==> src/rtl/obuff_drain_pkg.sv <==
// Shared types and helpers for the obuff drain controller.
package obuff_drain_pkg;

  typedef enum logic [1:0] {
    StIdle,
    StRead,
    StFlush,
    StFinish
  } drain_state_e;

  // Two entries cover the one-cycle read latency plus one stalled word.
  localparam int unsigned DRAIN_FIFO_DEPTH     = 2;
  localparam int unsigned DRAIN_FIFO_CNT_WIDTH = $clog2(DRAIN_FIFO_DEPTH + 1);

  // Address increment that wraps to zero for any cell count, power of two or not.
  function automatic int unsigned wrap_inc(input int unsigned addr, input int unsigned count);
    return (addr + 1 >= count) ? 0 : addr + 1;
  endfunction

endpackage

==> src/rtl/drain_skid_fifo.sv <==
// Two-entry fall-through FIFO that absorbs obuff read responses under backpressure.
// When empty, a word being pushed is visible at the head in the same cycle.
module drain_skid_fifo
  import obuff_drain_pkg::*;
#(
  parameter int unsigned DATA_WIDTH = 16
) (
  input  logic                            clk,
  input  logic                            rst,
  input  logic                            i_push,
  input  logic [DATA_WIDTH-1:0]           i_push_data,
  input  logic                            i_pop,
  input  logic                            i_flush,
  output logic [DRAIN_FIFO_CNT_WIDTH-1:0] o_count,
  output logic [DATA_WIDTH-1:0]           o_head
);

  localparam int unsigned PTR_WIDTH = $clog2(DRAIN_FIFO_DEPTH);

  logic [DATA_WIDTH-1:0]           r_mem [DRAIN_FIFO_DEPTH];
  logic [PTR_WIDTH-1:0]            r_wr_ptr;
  logic [PTR_WIDTH-1:0]            r_rd_ptr;
  logic [DRAIN_FIFO_CNT_WIDTH-1:0] r_count;

  logic w_empty;
  logic w_store;
  logic w_take;

  // A push popped straight through an empty FIFO is never stored.
  always_comb begin
    w_empty = (r_count == '0);
    w_store = i_push & ~(i_pop & w_empty);
    w_take  = i_pop & ~w_empty;
  end

  // Pointer and occupancy bookkeeping; flush empties the FIFO in one cycle.
  always_ff @(posedge clk) begin
    if (rst || i_flush) begin
      r_wr_ptr <= '0;
      r_rd_ptr <= '0;
      r_count  <= '0;
    end else begin
      if (w_store) r_wr_ptr <= r_wr_ptr + 1'b1;
      if (w_take)  r_rd_ptr <= r_rd_ptr + 1'b1;
      r_count <= r_count + DRAIN_FIFO_CNT_WIDTH'(w_store) - DRAIN_FIFO_CNT_WIDTH'(w_take);
    end
  end

  // Storage array; contents are only meaningful below r_count.
  always_ff @(posedge clk) begin
    if (w_store && !i_flush) r_mem[r_wr_ptr] <= i_push_data;
  end

  // Head selection: stored word first, then bypass of an incoming word, else zero.
  always_comb begin
    o_count = r_count;
    if (!w_empty)    o_head = r_mem[r_rd_ptr];
    else if (i_push) o_head = i_push_data;
    else             o_head = '0;
  end

endmodule

==> src/rtl/obuff_drain_controller.sv <==
// Drains a contiguous obuff region onto a valid/ready stream, hiding the
// one-cycle obuff read latency with a credit-limited two-entry skid FIFO.
module obuff_drain_controller
  import obuff_drain_pkg::*;
#(
  parameter int unsigned OBUFF_CELL_COUNT = 4096,
  parameter int unsigned DATA_WIDTH       = 16,
  parameter int unsigned OBUFF_ADDR_WIDTH = $clog2(OBUFF_CELL_COUNT),
  parameter int unsigned LEN_WIDTH        = OBUFF_ADDR_WIDTH + 1
) (
  input  logic                        clk,
  input  logic                        rst,
  input  logic                        start,
  input  logic                        abort,
  input  logic [OBUFF_ADDR_WIDTH-1:0] start_addr,
  input  logic [LEN_WIDTH-1:0]        drain_len,
  output logic                        obuff_r_en,
  output logic [OBUFF_ADDR_WIDTH-1:0] obuff_r_addr,
  input  logic [DATA_WIDTH-1:0]       obuff_r_data,
  output logic                        m_valid,
  input  logic                        m_ready,
  output logic [DATA_WIDTH-1:0]       m_data,
  output logic                        m_last,
  output logic                        busy,
  output logic                        done
);

  localparam int unsigned OCC_WIDTH = DRAIN_FIFO_CNT_WIDTH + 1;

  drain_state_e                  r_state;
  logic [OBUFF_ADDR_WIDTH-1:0]   r_rd_addr;
  logic [LEN_WIDTH-1:0]          r_issue_rem;
  logic [LEN_WIDTH-1:0]          r_pop_rem;
  logic                          r_inflight;
  logic                          r_zero_len;
  logic                          r_done;

  logic [DRAIN_FIFO_CNT_WIDTH-1:0] w_fifo_count;
  logic [DATA_WIDTH-1:0]           w_fifo_head;
  logic [OCC_WIDTH-1:0]            w_occ_after;
  logic                            w_abort;
  logic                            w_pop;
  logic                            w_push;
  logic                            w_issue;

  // Credit check: words held or in flight, minus this cycle's pop, must leave room.
  always_comb begin
    w_abort     = abort & (r_state != StIdle);
    m_valid     = (w_fifo_count != '0) | r_inflight;
    w_pop       = m_valid & m_ready & ~w_abort;
    w_push      = r_inflight & ~w_abort;
    w_occ_after = {1'b0, w_fifo_count} + OCC_WIDTH'(r_inflight) - OCC_WIDTH'(w_pop);
    w_issue     = (r_state == StRead) & ~w_abort & (r_issue_rem != '0) &
                  (w_occ_after < OCC_WIDTH'(DRAIN_FIFO_DEPTH));
  end

  // Output decode from registered state and FIFO head.
  always_comb begin
    obuff_r_en   = w_issue;
    obuff_r_addr = r_rd_addr;
    m_data       = w_fifo_head;
    m_last       = m_valid & (r_pop_rem == LEN_WIDTH'(1));
    busy         = (r_state != StIdle);
    done         = r_done;
  end

  // FSM with address, issue/pop counters and in-flight tracking.
  always_ff @(posedge clk) begin
    if (rst) begin
      r_state     <= StIdle;
      r_rd_addr   <= '0;
      r_issue_rem <= '0;
      r_pop_rem   <= '0;
      r_inflight  <= 1'b0;
      r_zero_len  <= 1'b0;
      r_done      <= 1'b0;
    end else begin
      r_inflight <= w_issue;
      r_done     <= 1'b0;
      if (w_issue) begin
        r_rd_addr   <= OBUFF_ADDR_WIDTH'(wrap_inc(32'(r_rd_addr), OBUFF_CELL_COUNT));
        r_issue_rem <= r_issue_rem - LEN_WIDTH'(1);
      end
      if (w_pop) r_pop_rem <= r_pop_rem - LEN_WIDTH'(1);

      if (w_abort) begin
        r_state <= StIdle;
      end else begin
        unique case (r_state)
          StIdle: begin
            if (start) begin
              r_rd_addr   <= start_addr;
              r_issue_rem <= drain_len;
              r_pop_rem   <= drain_len;
              r_zero_len  <= (drain_len == '0);
              r_state     <= (drain_len == '0) ? StFinish : StRead;
            end
          end
          StRead: begin
            if (w_issue && r_issue_rem == LEN_WIDTH'(1)) r_state <= StFlush;
          end
          StFlush: begin
            // done follows the final handshake by exactly one cycle.
            if (w_pop && r_pop_rem == LEN_WIDTH'(1)) begin
              r_state <= StFinish;
              r_done  <= 1'b1;
            end
          end
          StFinish: begin
            // Zero-length drains have no handshake, so their done pulse is issued here.
            r_state <= StIdle;
            r_done  <= r_zero_len;
          end
          default: r_state <= StIdle;
        endcase
      end
    end
  end

  drain_skid_fifo #(
    .DATA_WIDTH(DATA_WIDTH)
  ) u_fifo (
    .clk        (clk),
    .rst        (rst),
    .i_push     (w_push),
    .i_push_data(obuff_r_data),
    .i_pop      (w_pop),
    .i_flush    (w_abort),
    .o_count    (w_fifo_count),
    .o_head     (w_fifo_head)
  );

endmodule

==> config.mk <==
export PLATFORM = sky130hd
export DESIGN_NAME = obuff_drain_controller
export DESIGN_NICKNAME = d
export VERILOG_FILES = /design/src/rtl/obuff_drain_pkg.sv /design/src/rtl/drain_skid_fifo.sv /design/src/rtl/obuff_drain_controller.sv
export SDC_FILE = /design/constraint.sdc
export NUM_CORES = 1
export LEC_CHECK = 0
export CORE_MARGIN = 8
export CORE_UTILIZATION = 50
export DETAILED_ROUTE_END_ITERATION = 16
export GPL_ROUTABILITY_DRIVEN = 1
export GPL_TIMING_DRIVEN = 1
export PLACE_DENSITY_LB_ADDON = 0.3
export SLEW_MARGIN = 0
export SYNTH_ARGS = -nofsm -noshare
export SYNTH_HDL_FRONTEND = slang
export SYNTH_SLANG_ARGS = --single-unit
==> constraint.sdc <==
create_clock -name clk -period 3.4 [get_ports clk]
set_input_delay 0.68 -clock clk [delete_from_list [all_inputs] [get_ports clk]]
set_output_delay 0.68 -clock clk [all_outputs]
set_load 0.1 [all_outputs]
==> flow_summary.toml <==
[worst_setup_path]
crit_start = "r_state[1]"
critPathMaxStageDelay_ns = 0.48
cp-start-kind = "flop"
critPathSlowestCell = "fa_2"
end_kind = "flop"
crit_required_ns = 3.60
cp_common_cell = "buf_4"
critPathKind = "reg -> reg"
crit_arrival_ns = 3.49
r2r_start = "r_state[1]"
worstPathMaxFanout = 4
worstPathCellList = "inv_1, ha_2, nand2b_4, buf_4, nand3_2, nor2_2, fa_2, nand2_4, nor3_4, buf_4, buf_4, buf_4, buf_4, buf_4, buf_4, buf_4, buf_4, nand3_1, xor2_1, a211oi_2"

[place]
place.gp.congestion = 0.845
dp_hpwl_um = 7480
placed_cells = 587
dp_slack_ns = -0.358
io_buffers = 78

[sta]
min_period_over_period_pct = 96.7
setup_viol = 0
fmax_ghz = 0.304
drv_slew = 0
hold_viol = 0
tightest_slew_ns = 0.927
setup_slack_ns = 0.113
fin_tns_setup_ns = 0
maxSlewHeadroom_pct = 38.1
timing.hold.ws_ns = 0.485
fin_skew_ns = 0.0125
finalCriticalPeriod_ns = 3.29

[cts]
cts_inserted_buffers = 9
cts_tree = "built"
cts-htree-levels = 3
cts_root_buf = "clkbuf_8"
clock_path_buffers = 2
postCtsHoldBufs = 0
cts_sinks = 80
clk_latency_ns = 0.35
clk_pin_slew_ns = 0.08

[global_route]
grt_pass1_vias = 3507
grt_max_degree = 43
grt_usage_pct = 18.7
antenna_found_initial = 0
grt_pass1_wl_um = 17100
grt_overflow = 0

[synth]
syn_area_um2 = 4000
synth_top_family_by_area = "simple AND/OR/NAND/NOR gates"
ys.flop_type = "dfxtp_1"
ys_seq_area_share_pct = 48.1
synth-xor-area-share_pct = 7.23
synth-seq-cells = 80
synth_mux_area_share_pct = 4.51
yosys.area_share.adder_pct = 3.94
synth_fp_nets = 463
syn_avg_cell_area_um2 = 9.87
yosys.area_share.simple_pct = 19.9
synth-async-reset-ratio_pct = 0
synth_compound_area_share_pct = 13.6
synth_edf_count = 32
yosysWarnings = 0
synthCells = 405
synth_cell_type_count = 49

[floorplanning]
die_w_um = 105
initial_core_util_pct = 51.7
core_area_um2 = 7730
die_y_um = 105
rows = 32
die_area_um2 = 11100
io_pins = 79

[routing]
via_per_inst = 5.68
routedWlPerCell_um = 17.0
wirelength_um = 10500
postRouteAntennaNets = 0
num_vias = 3500
drt_iter0_drc = 195
post-route-drc-count = 0
first_pass_iters = 4

[layout]
most-common-layout-cells = "47 x buf_4, 45 x dfxtp_1, 43 x clkdlybuf4s50_1"
drive_above_1_share_pct = 21.6
nets = 567
syn2layout_area_growth_pct = 38.5
final_cells = 616
num_antenna_cells = 0
final_common_cell = "buf_4"
utilization_pct = 71.7

[flow_run]
drv_cap = 0

[status]
status = "finished clean"

[power]
leakage_nw = 1.99
powerDensity_nw_per_um2 = 836
vdd_ir_drop_max_v = 0.000535

[worst_hold_path]
min_from = "r_state[1]"
min_path_type = "reg -> reg"
-- timing repair --
item,CTS,global route
pin swaps,5,5
buffers inserted,12,1
setup endpoints to repair,2,8
resized for setup,9,14
-- worst max-delay path, delay by kind of cell, from the launching register on --
family                     cells  cell delay [ns]
buffers and inverters         10             1.22
adders and majority gates      2             0.67
and+or+nand+nor                6             0.62
DFF                            1             0.34
xor gates and xnor gates       1             0.21
AOI/OAI and AO/OA              1             0.09
-- cell usage after synthesis (all sizes together), types with 6 or more instances --
library cell,instances,area [um^2]
dfxtp,48,961
nor2,37,139
edfxtp,32,961
nand2,31,116
a21oi,25,125
o21ai,20,100
mux2i,18,180
xnor2,18,158
clkbuf,16,60.1
xor2,15,131
inv,12,45.0
nand3,12,60.1
nor4,12,81.3
o21bai,12,90.1
ha,11,138
nand4,11,68.8
nor3,11,55.1
a311oi,7,61.3
or3,7,50.1
a211oi,6,45.0
-- flip-flops by register name (all words and copies together), names as in the netlist, named ones only --
register	cells
done	1
obuff_r_addr	12
r_inflight	1
r_issue_rem	13
r_pop_rem	13
r_state	2
r_zero_len	1
u_fifo.o_count	2
u_fifo.r_mem	32
u_fifo.r_rd_ptr	1
u_fifo.r_wr_ptr	1
-- final timing paths --
check | endpoint | slack (ns) | cells past startpoint
worst min register to register | r_state[1] | 0.48 | 1
worst max register to register | obuff_r_addr[2] | 0.11 | 20
worst max-delay path | obuff_r_addr[2] | 0.11 | 20
worst min-delay path | r_state[1] | 0.48 | 1
-- cells by family after synthesis --
kind of cell | Yosys count
flip-flops | 80
multiplexers | 18
AND/OR/NAND/NOR | 150
AO/OA/AOI/OAI | 83
buffers and inverters | 29
adder cells (fa/ha/maj) | 12
XOR/XNOR | 33
-- power breakdown --
part,switching (mW),internal [mW]
logic,1.58,0.915
registers,0.188,1.16
clock network,0.364,0.421
total,2.13,2.50
-- per-stage QoR --
stage | area, um^2 | power (mW)
finish | 5540 | 4.63
detailed placement | 5140 | 3.66
CTS | 5480 | 4.56
floorplan | 4010 | 2.94
global placement | 5140 | 3.60
global route | 5540 | 4.86
-- layer usage --
layer | up-vias | routed length, um | GRT usage [%]
met5 | - | 0 | 0
met4 | 0 | 144 | 5.91
li1 | 1694 | - | -
met1 | 1672 | 4370 | 21.9
met3 | 12 | 562 | 4.51
met2 | 122 | 5370 | 32.8
-- area by class of cell --
class	instances	area [um^2]
clock buffers	9	124
flip-flops and latches	80	1930
clock inverters	7	100
well taps	102	128
multi-input cells	296	2050
repair buffers	110	1160
fillers	560	2190
inverters	12	48.8
Note: power is estimated with default switching activity, not from simulation.
